<file path="src/rtl/fpu_int_to_float.sv">
// Converts a signed two's-complement integer into the FPU's {sign, exp, fraction} float format.
// Normalisation shifts the magnitude left by one bit per cycle. Only one conversion is in flight at a time.
module fpu_int_to_float #(
  parameter int INT_W = 32,
  parameter int EXP_W = 6,
  parameter int MAN_W = 25,
  parameter int BIAS  = 31
) (
  input  logic                         clock,
  input  logic                         reset,
  input  logic                         in_valid,
  output logic                         in_ready,
  input  logic [INT_W-1:0]             int_in,
  output logic                         out_valid,
  input  logic                         out_ready,
  output logic [1+EXP_W+MAN_W-1:0]     fp_out,
  output logic [3:0]                   status_out
);

  localparam int FP_W   = 1 + EXP_W + MAN_W;
  localparam int DROP_W = INT_W - 1 - MAN_W;

  typedef enum logic [1:0] {
    IDLE = 2'd0,
    NORM = 2'd1,
    PACK = 2'd2,
    DONE = 2'd3
  } state_t;

  state_t            state_q, state_d;
  logic [INT_W-1:0]  mag_q, mag_d;
  logic [EXP_W-1:0]  exp_cnt_q, exp_cnt_d;
  logic              sign_q, sign_d;
  logic              out_valid_q, out_valid_d;
  logic [FP_W-1:0]   fp_q, fp_d;
  logic [3:0]        status_q, status_d;

  logic [EXP_W-1:0]  biased_exp;
  logic [MAN_W-1:0]  fraction;
  logic              inexact;

  // The normalised magnitude carries its leading 1 in the MSB; the fraction is the bits just below it.
  assign biased_exp = exp_cnt_q + EXP_W'(BIAS);
  assign fraction   = mag_q[INT_W-2 -: MAN_W];
  assign inexact    = |mag_q[DROP_W-1:0];

  always_comb begin
    state_d     = state_q;
    mag_d       = mag_q;
    exp_cnt_d   = exp_cnt_q;
    sign_d      = sign_q;
    out_valid_d = out_valid_q;
    fp_d        = fp_q;
    status_d    = status_q;

    unique case (state_q)
      IDLE: begin
        if (in_valid) begin
          sign_d    = int_in[INT_W-1];
          mag_d     = int_in[INT_W-1] ? (~int_in + INT_W'(1)) : int_in;
          exp_cnt_d = EXP_W'(INT_W - 1);
          state_d   = (int_in == '0) ? PACK : NORM;
        end
      end
      NORM: begin
        if (mag_q[INT_W-1]) begin
          state_d = PACK;
        end else begin
          mag_d     = mag_q << 1;
          exp_cnt_d = exp_cnt_q - EXP_W'(1);
        end
      end
      PACK: begin
        if (mag_q == '0) begin
          fp_d     = '0;
          status_d = 4'b0001;
        end else begin
          fp_d     = {sign_q, biased_exp, fraction};
          status_d = {1'b0, sign_q, inexact, 1'b0};
        end
        out_valid_d = 1'b1;
        state_d     = DONE;
      end
      DONE: begin
        if (out_ready) begin
          out_valid_d = 1'b0;
          state_d     = IDLE;
        end
      end
      default: state_d = IDLE;
    endcase
  end

  always_ff @(posedge clock) begin
    if (reset) begin
      state_q     <= IDLE;
      mag_q       <= '0;
      exp_cnt_q   <= '0;
      sign_q      <= 1'b0;
      out_valid_q <= 1'b0;
      fp_q        <= '0;
      status_q    <= '0;
    end else begin
      state_q     <= state_d;
      mag_q       <= mag_d;
      exp_cnt_q   <= exp_cnt_d;
      sign_q      <= sign_d;
      out_valid_q <= out_valid_d;
      fp_q        <= fp_d;
      status_q    <= status_d;
    end
  end

  assign in_ready   = (state_q == IDLE);
  assign out_valid  = out_valid_q;
  assign fp_out     = fp_q;
  assign status_out = status_q;

endmodule

</file>
<file path="config.mk">
export PLATFORM = sky130hd
export DESIGN_NAME = fpu_int_to_float
export DESIGN_NICKNAME = d
export VERILOG_FILES = /design/src/rtl/fpu_int_to_float.sv
export SDC_FILE = /design/constraint.sdc
export NUM_CORES = 1
export LEC_CHECK = 0
export BUFFER_PORTS_ARGS = -buffer_cell sky130_fd_sc_hd__buf_4
export CAP_MARGIN = 20
export CORE_UTILIZATION = 58
export CTS_BUF_LIST = sky130_fd_sc_hd__clkbuf_8
export CTS_CLUSTER_DIAMETER = 120
export DETAILED_ROUTE_END_ITERATION = 10
export PLACE_DENSITY = 0.8
export SYNTH_ARGS = -nofsm -noshare
export SYNTH_HDL_FRONTEND = slang
export SYNTH_SLANG_ARGS = --single-unit
export TNS_END_PERCENT = 5
</file>
<file path="constraint.sdc">
create_clock -name clock -period 2.5 [get_ports clock]
set_clock_uncertainty 0.05 [all_clocks]
set_input_delay 0.5 -clock clock [delete_from_list [all_inputs] [get_ports clock]]
set_output_delay 0.5 -clock clock [all_outputs]
set_load 0.01 [all_outputs]
</file>
* Word-level counts from Yosys, hierarchy flattened
Cells that the tools add are included.
Word-level totals: register bits after elaboration 78, input bits 36, output and inout port bits 38, word-level logic and storage cells 46
Operators by class: add/sub/neg operators 3, equality and inequality tests 7, mux-type cells 16, bitwise operators 1, reductions and logical operators 11
Operators with widths (number):
- 32-bit two-way mux | 4
- 32-bit logical NOT | 2
- 32-bit one-hot mux with 2 select lines | 1
- 32-bit by 1-bit adder with 32-bit output, second input constant | 1
- 32-bit inverter | 1
- 6-bit two-way mux | 2
- 6-bit one-hot mux with 2 select lines | 1
- 2-bit two-way mux | 4
- 2-bit != test, second input constant | 4
- 2-bit one-hot mux with 4 select lines | 1
- 6-bit by 5-bit adder with 6-bit output, second input constant | 1
- 2-bit AND reduction | 3
- 3-bit AND reduction | 2
- 6-bit OR reduction | 1
- 6-bit by 1-bit subtractor with 6-bit output, second input constant | 1
- 2-bit equality test, second input constant | 2
- 2-bit nonzero test | 2
- 3-bit two-way mux | 1
- 2-bit by 1-bit equality test with 1-bit output, second input constant | 1
- 2-bit logical NOT | 1
- 1-bit one-hot mux with 2 select lines | 1
- 1-bit two-way mux | 1

* Depth between registers and ports, before layout
Gate-level depths: netlist (run 1).
depth after elaboration 5, mapped depth 10, gate-level depth less buffers 7

* Worst setup path before layout (run 1)
OpenSTA, ideal clock, no wires.
kind in2reg, from in int_in[1], to reg mag_q[23], setup time 91 ps, data arrival time 2066 ps, required time 2359 ps, slack 293 ps, stages 5, buffers on the path 0, cells stage by stage nor4_1 nand3_2 or4_1 a31o_1 a311oi_1
On the way: cells in the longest elaborated chain, start to end 5
Ends and longest elaborated chain:
- start: declaration | RTL line 13 | input logic [INT_W-1:0] int_in,
- 32-bit inverter | RTL line 60 | mag_d = int_in[INT_W-1] ? (~int_in + INT_W'(1)) : int_in;
- 32-bit by 1-bit adder with 32-bit output | RTL line 60
- 32-bit two-way mux | RTL line 60
- 32-bit two-way mux | RTL line 58 | if (in_valid) begin
- 32-bit one-hot mux with 2 select lines | RTL line 56 | unique case (state_q)
- end signal: assignment | RTL line 105 | mag_q <= mag_d;
- end: declaration | RTL line 31 | logic [INT_W-1:0] mag_q, mag_d;
No other way between the ends. The select of a mux whose other input is x is not followed. A chain may end at the register's enable or synchronous reset.

* Final worst setup path (run 1)
from reg state_q[1], to reg mag_q[19]
On the way: cells in the longest elaborated chain, start to end 3, elaborated cells on any way between the ends 7, classes of those cells eq/ne (3); mux (1); reduce/logical (3)
Ends and longest elaborated chain:
- start: declaration | RTL line 30 | state_t state_q, state_d;
- start signal: assignment | RTL line 104 | state_q <= state_d;
- 2-bit by 1-bit equality test with 1-bit output or 2-bit logical NOT (tied branches) | RTL line 56
- 2-bit != test (no source line) or 2-bit nonzero test (tied branches)
- 3-bit AND reduction (no source line)
Several ways; a longest one is shown, not always the timed one.

==> impl_metrics.yaml, run 1 <==
routing:
  wl_um: 11900
  wl_per_cell_um: 17.3
  drc: 0
  postRouteAntennaNets: 0
  via_per_inst: 6.33
  first_pass_iters: 5
  vias: 4358
  drtIter0Drc: 336
timing:
  drv_slew: 0
  grt_setup_unrepaired: "false"
  finalSetupTns_ns: 0
  max_clock_freq_mhz: 429
  setup_viol: 0
  min_period_ns: 2.33
  post-route-period-util: 0.933
  hold_viol: 0
logic_synthesis:
  synth-seq-area-share: 0.356
  netlist_instances: 520
  yosys_warnings: 0
  yosysUniqueCellTypes: 56
  synth_top_flop_cell: "dfxtp_1"
  syn_area_per_cell_um2: 8.21
  ys_ff_latch: 76
  synth_edf_count: 0
  syn_area_um2: 4270
  async_flop_share: 0
  syn_nets: 562
cts:
  post_cts_buffers: 0
  cts.path.max_buffers: 2
  cts_tree: "done"
  clkSinkCount: 76
  clk_latency_ns: 0.36
  root_buffer: "clkbuf_8"
  cts_max_level: 3
  cts.clk_slew.worst_paths_ns: 0.08
  cts_buffers: 9
layout:
  fillerInstances: 563
  drive_above_1_share: 0.212
  layout_commonest_cell: "buf_4"
  antenna_cells: 0
  nNetsFinal: 630
  area_growth_pct: 19.5
  final_cell_mix: "buf_4, dfxtp_1, nor2_1"
global_routing:
  grt_max_degree: 48
  grt_pass1_vias: 4002
  grt_overflow_total: 0
  grt_usage: 0.322
  antenna_found_initial: 0
  grt_pass1_wl_um: 19300
power:
  p_total_w: 0.00557
  swShare: 0.427
  ir_drop_mv: 0.525
  internal_power_w: 0.00319
  power_frac_clock: 0.172
  combPwrFrac: 0.470
  pwr_density_cell_nw_per_um2: 1090
  seqPwrFrac: 0.358
  netSwitchingPower_w: 0.00238
  p_leak_nw: 2.00
worst_setup_path:
  worstReg2RegEnd: "mag_q[19]"
  r2r-start: "state_q[1]"
  ff2ff_path_depth: 8
  crit_path_max_fanout: 40
  r2r_setup_slack_ns: 0.17
  start_kind: "register"
  cp.required_ns: 2.69
  arrival_ns: 2.52
  critical_path_class: "register to register"
  critPathCaptureType: "register"
place:
  port_buffers: 72
  dp.final_hpwl_um: 8380
  gp_congestion: 0.894
floorplanning:
  initial_core_util: 0.615
  rows: 30
  dieArea_um2: 7710
  ios: 74
  core_um2: 6940
  die_x_um: 87.8
  die_y_um: 87.8
worst_hold_path:
  min_to: "sign_q"
  whs_path_depth: 3
  holdCritStartpoint: "in_valid"
  min_path_type: "input pin to register"
run:
  maxCapViolCount: 0
run_status:
  status: "completed"
worst max-delay path by stage:
stage / startpoint / endpoint
detailed placement: int_in[7] / mag_q[10]
CTS: state_q[1] / mag_q[19]
floorplan: int_in[1] / mag_q[23]
finish: state_q[1] / mag_q[19]
global placement: int_in[7] / mag_q[10]
global route: state_q[1] / mag_q[14]
critical path: stages (launching register included):
cell	delay (ns)
dfxtp_1	0.35
inv_1	0.09
ha_1	0.29
buf_6	0.32
nor2b_1	0.19
buf_4	0.23
buf_4	0.25
a21oi_1	0.09
a2111oi_0	0.35
stage by stage:
step / util / hold slack [ns] / area (µm²) / std cells / setup WS, ns
after floorplan: - / 0.386 / 4270 / 520 / 0.293
after global placement: 0.705 / 0.393 / 4900 / 673 / 0.155
final: 0.735 / 0.416 / 5100 / 689 / 0.168
after global routing: 0.735 / 0.423 / 5100 / 689 / 0.0484
after CTS: 0.734 / 0.408 / 5090 / 689 / 0.133
after detailed placement: 0.705 / 0.407 / 4900 / 673 / 0.104
power groups by stage:
stage	Sequential, W	Clock, W	Combinational (W)
after global placement	0.00198	0	0.00246
after floorplan	0.00190	0	0.00187
after global routing	0.00203	0.00101	0.00288
after CTS	0.00197	0.000966	0.00257
after detailed placement	0.00200	0	0.00255
final	0.00199	0.000957	0.00262
logic make-up after synthesis:
| logic type | Yosys count | share of synthesized area |
|---|---|---|
| AO/OA/AOI/OAI | 135 | 0.212 |
| multiplexers | 29 | 0.0680 |
| AND/OR/NAND/NOR | 203 | 0.243 |
| buffers and inverters | 50 | 0.0606 |
| XOR/XNOR | 20 | 0.0410 |
| other | 1 | 0.000878 |
| flip-flops | 76 | 0.356 |
| adder cells (fa/ha/maj) | 6 | 0.0176 |
sequential cells by signal, indices dropped and copies added, names as in the netlist:
name	cells
fp_out	32
sign_q	1
mag_q	32
status_out	2
out_valid	1
state_q	2
exp_cnt_q	6
timing repair:
item                                    CTS  global route
hold buffers                              0             0
hold endpoints to repair                  0             0
endpoints found under the setup margin    0             3
gates resized for setup                   0             2
synth_stat cells, types with 4 or more instances:
cell type	instances	area, µm²
or3_1	6	37.5
nand4_1	7	43.8
dfxtp_1	76	1520
o22ai_1	4	25.0
o21ai_0	17	85.1
a21oi_1	42	210
clkbuf_1	24	90.1
o31ai_1	7	52.6
a2bb2oi_1	10	87.6
clkbuf_8	4	55.1
nand2b_1	6	37.5
o211ai_1	6	45.0
nor2_1	68	255
xnor2_1	4	35.0
inv_1	11	41.3
nand3_1	13	65.1
nor2b_1	4	25.0
o21bai_1	6	45.0
a311oi_1	9	78.8
nor3_1	9	45.0
or4_1	5	37.5
ha_1	6	75.1
and3_1	7	43.8
nor4_1	18	113
xor2_1	16	140
nand3b_1	4	30.0
mux2i_1	29	290
nand2_1	39	146
a211oi_1	9	67.6
o41ai_1	6	52.6
buf_1	5	18.8
per-layer routing:
layer	GRT usage	vias to the layer above	wire length, µm
met2	0.508	243	5410
li1	-	2051	-
met5	0	-	0
met3	0.0377	40	987
met1	0.439	2024	5160
met4	0.155	0	354
final cells by class:
cell class | count | area (µm²) | share of cell area
Clock buffer | 10 | 138 | 0.0270
Clock inverter | 6 | 61.3 | 0.0120
Inverter | 11 | 41.3 | 0.00809
Multi-Input combinational cell | 394 | 2500 | 0.489
Sequential cell | 76 | 1520 | 0.298
Tap cell | 96 | 120 | 0.0235
Timing Repair Buffer | 96 | 724 | 0.142
Note: power is estimated with default switching activity, not from simulation.
==> run 2, diff against run 1 <==
--- a/config.mk
+++ b/config.mk
@@ -5,6 +5,7 @@
 export SDC_FILE = /design/constraint.sdc
 export NUM_CORES = 1
 export LEC_CHECK = 0
+export ABC_AREA = 1
 export BUFFER_PORTS_ARGS = -buffer_cell sky130_fd_sc_hd__buf_4
 export CAP_MARGIN = 20
 export CORE_UTILIZATION = 58
==> run 2 against run 1 <==
Effect of this change:
- area after synthesis fell by 2.6%
- register-to-register slack improved by 0.04 ns
- cell count grew 16%
- synthesized cell count grew 24%
- maximum frequency up 1.5%
- critical path depth unchanged
- die area down 2.5%
- sequential share of layout area increased by 0.85 points
- largest power group unchanged
==> impl_metrics.yaml, run 2 <==
run_status:
  status: "completed"
global_routing:
  grt_pass1_vias: 4148
  grt_util_met3: 0.0571
  grt_busiest_layer: "met2"
  use_met2: 0.573
  grt_max_degree: 43
  grt_overflow_total: 0
  use_met1: 0.461
  grt_usage: 0.351
  antenna_found_initial: 0
  grt_pass1_wl_um: 20400
timing:
  worst_slew_pin_slew_ns: 0.952
  hold_viol: 0
  min_period_ns: 2.30
  drv_slew: 0
  whs_ns: 0.414
  setup_viol: 0
  finalSetupTns_ns: 0
  relSlewSlack: 0.365
  max_clock_freq_mhz: 435
  post-route-period-util: 0.919
  grt_setup_unrepaired: "false"
floorplanning:
  ios: 74
  die_y_um: 86.7
  die_x_um: 86.7
  core_um2: 6870
  dieArea_um2: 7510
  rows: 30
  initial_core_util: 0.605
cts:
  clkSinkCount: 76
  post_cts_buffers: 0
  clk_latency_ns: 0.35
  cts_max_level: 3
  root_buffer: "clkbuf_8"
  cts_tree: "done"
  cts_resized: 0
  cts.path.max_buffers: 2
  cts_buffers: 9
  cts_hold_buf: 0
  cts.clk_slew.worst_paths_ns: 0.08
layout:
  drive_above_1_share: 0.146
  seq_area_um2: 1520
  multi_input_area_um2: 2300
  antenna_cells: 0
  area_growth_pct: 19.3
  finalInstanceArea_um2: 4960
  fillerInstances: 577
  layout_commonest_cell: "nand2_1"
  nNetsFinal: 739
  final_cell_mix: "nand2_1, a21oi_1, buf_4"
  final_util: 0.722
logic_synthesis:
  yosys_warnings: 0
  synthTopCellsByCount: "nand2_1, a21oi_1, dfxtp_1"
  synth_top_flop_cell: "dfxtp_1"
  ys_ff_latch: 76
  synth-seq-area-share: 0.366
  synth_edf_count: 0
  yosys.cell_count.top_type: "nand2_1"
  yosysUniqueCellTypes: 34
  syn_area_um2: 4160
  netlist_instances: 644
  syn_nets: 686
  synth_area_leaders: "dfxtp_1, nand2_1, a21oi_1, nand3_1, nor2_1"
  yosys.area.top_type_share: 0.366
  syn_area_per_cell_um2: 6.46
  async_flop_share: 0
  yosysTopAreaCell: "dfxtp_1"
power:
  netSwitchingPower_w: 0.00227
  combPwrFrac: 0.417
  pwr_density_cell_nw_per_um2: 1090
  power_frac_clock: 0.224
  ir_drop_mv: 0.773
  seqPwrFrac: 0.358
  p_total_w: 0.00543
  swShare: 0.419
  internal_power_w: 0.00315
  p_leak_nw: 2.19
worst_setup_path:
  critPathCaptureType: "register"
  crit_path_max_fanout: 34
  cp.required_ns: 2.71
  arrival_ns: 2.51
  start_kind: "register"
  r2r-start: "state_q[1]"
  critical_path_class: "register to register"
  crit_start: "state_q[1]"
routing:
  drtIter0Drc: 472
  vias: 4718
  postRouteAntennaNets: 0
  via_per_inst: 5.92
  first_pass_iters: 6
  drc: 0
  wl_um: 12800
  wl_per_cell_um: 16.1
place:
  port_buffers: 72
  gp_congestion: 0.932
  placed_cell_area_um2: 4700
  dp.final_hpwl_um: 9050
worst_hold_path:
  min_path_type: "register to register"
  holdCritStartpoint: "fp_out[2]"
run:
  maxCapViolCount: 0
[run 2: cell count changes after synthesis, sizes merged, moves of 13 or more]
cell,change
o21ai,+32
inv,+38
nand3,+42
nor4,-19
xor2,-13
nand2,+111
a21oi,+62
mux2i,-29
[run 2: final cells by class]
class                   count  area share
clock buffers               9      0.0250
clock inverters             6      0.0277
inverters                  49      0.0371
multi-input cells         484       0.463
flip-flops and latches     76       0.307
well taps                  96      0.0242
repair buffers             77       0.116
[run 2: metrics by stage]
stage,std cells,setup slack (ns)
2_1_floorplan,644,0.845
3_3_place_gp,782,0.428
3_5_place_dp,782,0.348
4_1_cts,797,0.268
5_1_grt,797,0.0389
6_report,797,0.203
[run 2: final timing paths]
| kind | endpoint | slack (ns) | depth (start not counted) |
|---|---|---|---|
| setup / recovery | mag_q[14] | 0.20 | 8 |
| hold / removal | fp_out[2] | 0.41 | 2 |
| setup reg to reg | mag_q[14] | 0.20 | 8 |
| hold reg to reg | fp_out[2] | 0.41 | 2 |
[run 2: cell families (layout without fill, tap and decap cells)]
family          count (synthesis)  after routing  synth area share
flops                          76             76             0.366
simple gates                  306            306             0.314
buf+inv                        84            141            0.0818
fa+ha+maj                       6              6            0.0181
xor+xnor                        4              4           0.00843
other cells                     1              1          0.000902
compound gates                167            167             0.211
[run 2: power by group through the flow]
stage                     clock (W)  combinational [W]  sequential, W
after floorplan                   0            0.00155        0.00189
after global placement            0            0.00209        0.00192
after detailed placement          0            0.00217        0.00194
after CTS                   0.00122            0.00222        0.00192
after global routing        0.00127            0.00249        0.00198
final                       0.00122            0.00226        0.00194
[run 2: critical path: stages, from the launching register on]
cell and delay (ns):
dfxtp_1 0.35, inv_1 0.09, ha_1 0.39, inv_2 0.18
o21ai_2 0.26, nand2_4 0.10, inv_2 0.39, o21ai_0 0.19
a21oi_1 0.21
[run 2: routing by layer]
metal / part of all wire / wire (µm)
met1: 0.41 / 5310
met2: 0.47 / 6040
met3: 0.087 / 1120
met4: 0.029 / 368
met5: 0 / 0
==> run 3, diff against run 2 <==
--- a/config.mk
+++ b/config.mk
@@ -13,6 +13,7 @@
 export CTS_CLUSTER_DIAMETER = 120
 export DETAILED_ROUTE_END_ITERATION = 10
 export PLACE_DENSITY = 0.8
+export REMOVE_ABC_BUFFERS = 1
 export SYNTH_ARGS = -nofsm -noshare
 export SYNTH_HDL_FRONTEND = slang
 export SYNTH_SLANG_ARGS = --single-unit
==> run 3 against run 2 <==
Effect of this change:
- maximum frequency increased by 1.5%
- sequential share of layout area about the same
- global-route usage fell by 3.4 points
- clock power down 16%
- non-clock buffer count grew 5
- largest cell class unchanged
- largest power group unchanged
==> impl_metrics.yaml, run 3 (same netlist as run 2, synthesis figures left out) <==
run_status:
  status: "completed"
power:
  seqPwrFrac: 0.363
  swShare: 0.427
  combPwrFrac: 0.440
  power_frac_clock: 0.197
  internal_power_w: 0.00299
  pwr_density_cell_nw_per_um2: 1060
  ir_drop_mv: 1.27
  p_leak_nw: 2.19
  netSwitchingPower_w: 0.00224
cts:
  cts_tree: "done"
  clk_latency_ns: 0.35
  cts_max_level: 3
  post_cts_buffers: 0
  cts.clk_slew.worst_paths_ns: 0.08
  cts_hold_buf: 0
  clkSinkCount: 76
  cts_resized: 0
  cts.path.max_buffers: 2
  root_buffer: "clkbuf_8"
  cts_buffers: 9
floorplanning:
  ios: 74
  die_x_um: 86.7
  dieArea_um2: 7510
  die_y_um: 86.7
  core_um2: 6870
  rows: 30
  initial_core_util: 0.605
place:
  dp_slack_ns: 0.325
  dp_cells: 787
  placed_cell_area_um2: 4740
  port_buffers: 72
  dp.final_hpwl_um: 8390
  gp_congestion: 0.963
timing:
  setup_viol: 0
  finalWorstSetupSlack_ns: 0.236
  grt_setup_unrepaired: "false"
  relSlewSlack: 0.350
  post-route-period-util: 0.905
  drv_slew: 0
  min_period_ns: 2.26
  hold_viol: 0
  worst_slew_pin_slew_ns: 0.974
  max_clock_freq_mhz: 442
  finalSetupTns_ns: 0
worst_setup_path:
  start_kind: "register"
  max_stage_delay_ns: 0.47
  critical_path_class: "register to register"
  crit_path_max_fanout: 21
  path_cells: "ha_1, inv_2, o21ai_2, nand2_4, inv_2, buf_4, o21ai_0, a21oi_1"
  critPathCaptureType: "register"
  crit_top_cell: "inv_2"
  cp.required_ns: 2.73
  arrival_ns: 2.49
  critPathSlowestCell: "ha_1"
worst_hold_path:
  min_path_type: "input pin to register"
routing:
  wl_um: 11600
  postRouteAntennaNets: 0
  drc: 0
  wl_per_cell_um: 14.4
  first_pass_iters: 5
  vias: 4488
  drtIter0Drc: 352
  via_per_inst: 5.59
global_routing:
  grt_usage: 0.317
  antenna_found_initial: 0
  grt_overflow_total: 0
  grt_max_degree: 43
  grt_pass1_wl_um: 18400
  grt_pass1_vias: 3941
layout:
  drive_above_1_share: 0.151
  finalInstanceArea_um2: 4950
  antenna_cells: 0
  fillerInstances: 602
  layout_commonest_cell: "nand2_1"
  stdcell_count: 803
  area_growth_pct: 19.1
  final_util: 0.721
  nNetsFinal: 744
  final_cell_mix: "nand2_1, a21oi_1, buf_4"
run:
  maxCapViolCount: 0
==> run 3: cell types whose count changed in the layout (fill, tap and decap cells not counted), sizes merged <==
cell / previous run / this run
buf: 77 / 82
clkinvlp: 0 / 2
inv: 49 / 50
bufinv: 4 / 2
==> run 3: layout make-up <==
type | count | area, µm² | area share
Clock buffer | 9 | 124 | 0.0250
Clock inverter | 7 | 92.6 | 0.0187
Inverter | 49 | 184 | 0.0371
Multi-Input combinational cell | 484 | 2300 | 0.464
Sequential cell | 76 | 1520 | 0.307
Tap cell | 96 | 120 | 0.0242
Timing Repair Buffer | 82 | 616 | 0.124
==> run 3: power groups by stage <==
stage | clock [W] | sequential, W | combinational, W
5_1_grt | 0.00110 | 0.00195 | 0.00253
3_5_place_dp | 0 | 0.00191 | 0.00225
3_3_place_gp | 0 | 0.00189 | 0.00219
2_1_floorplan | 0 | 0.00189 | 0.00141
4_1_cts | 0.00105 | 0.00189 | 0.00226
6_report | 0.00103 | 0.00190 | 0.00230
==> run 3: per-stage QoR <==
step / power, W / hold WS, ns
global placement: 0.00408 / 0.387
CTS: 0.00520 / 0.376
floorplan: 0.00330 / 0.376
finish: 0.00523 / 0.392
global route: 0.00558 / 0.386
detailed placement: 0.00417 / 0.395
==> run 3: layer usage <==
| layer | wire [µm] | global-route usage |
|---|---|---|
| met3 | 794 | 0.0571 |
| met5 | 0 | 0 |
| met2 | 5480 | 0.518 |
| met4 | 226 | 0.129 |
| met1 | 5090 | 0.414 |
==> run 3: final timing paths <==
kind / start / to / slack, ns / depth (start not counted)
worst max register to register: state_q[0] / mag_q[7] / 0.24 / 8
worst max-delay path: state_q[0] / mag_q[7] / 0.24 / 8
worst min-delay path: in_valid / sign_q / 0.39 / 3
worst min register to register: exp_cnt_q[0] / exp_cnt_q[0] / 0.41 / 1
==> run 3: critical path: cells and delay by family, from the launching register on <==
kind,cells,cell delay [ns]
adders and majority gates,1,0.47
AOI/OAI and AO/OA,3,0.59
DFF,1,0.41
buffers and inverters,3,0.43
and+or+nand+nor,1,0.24
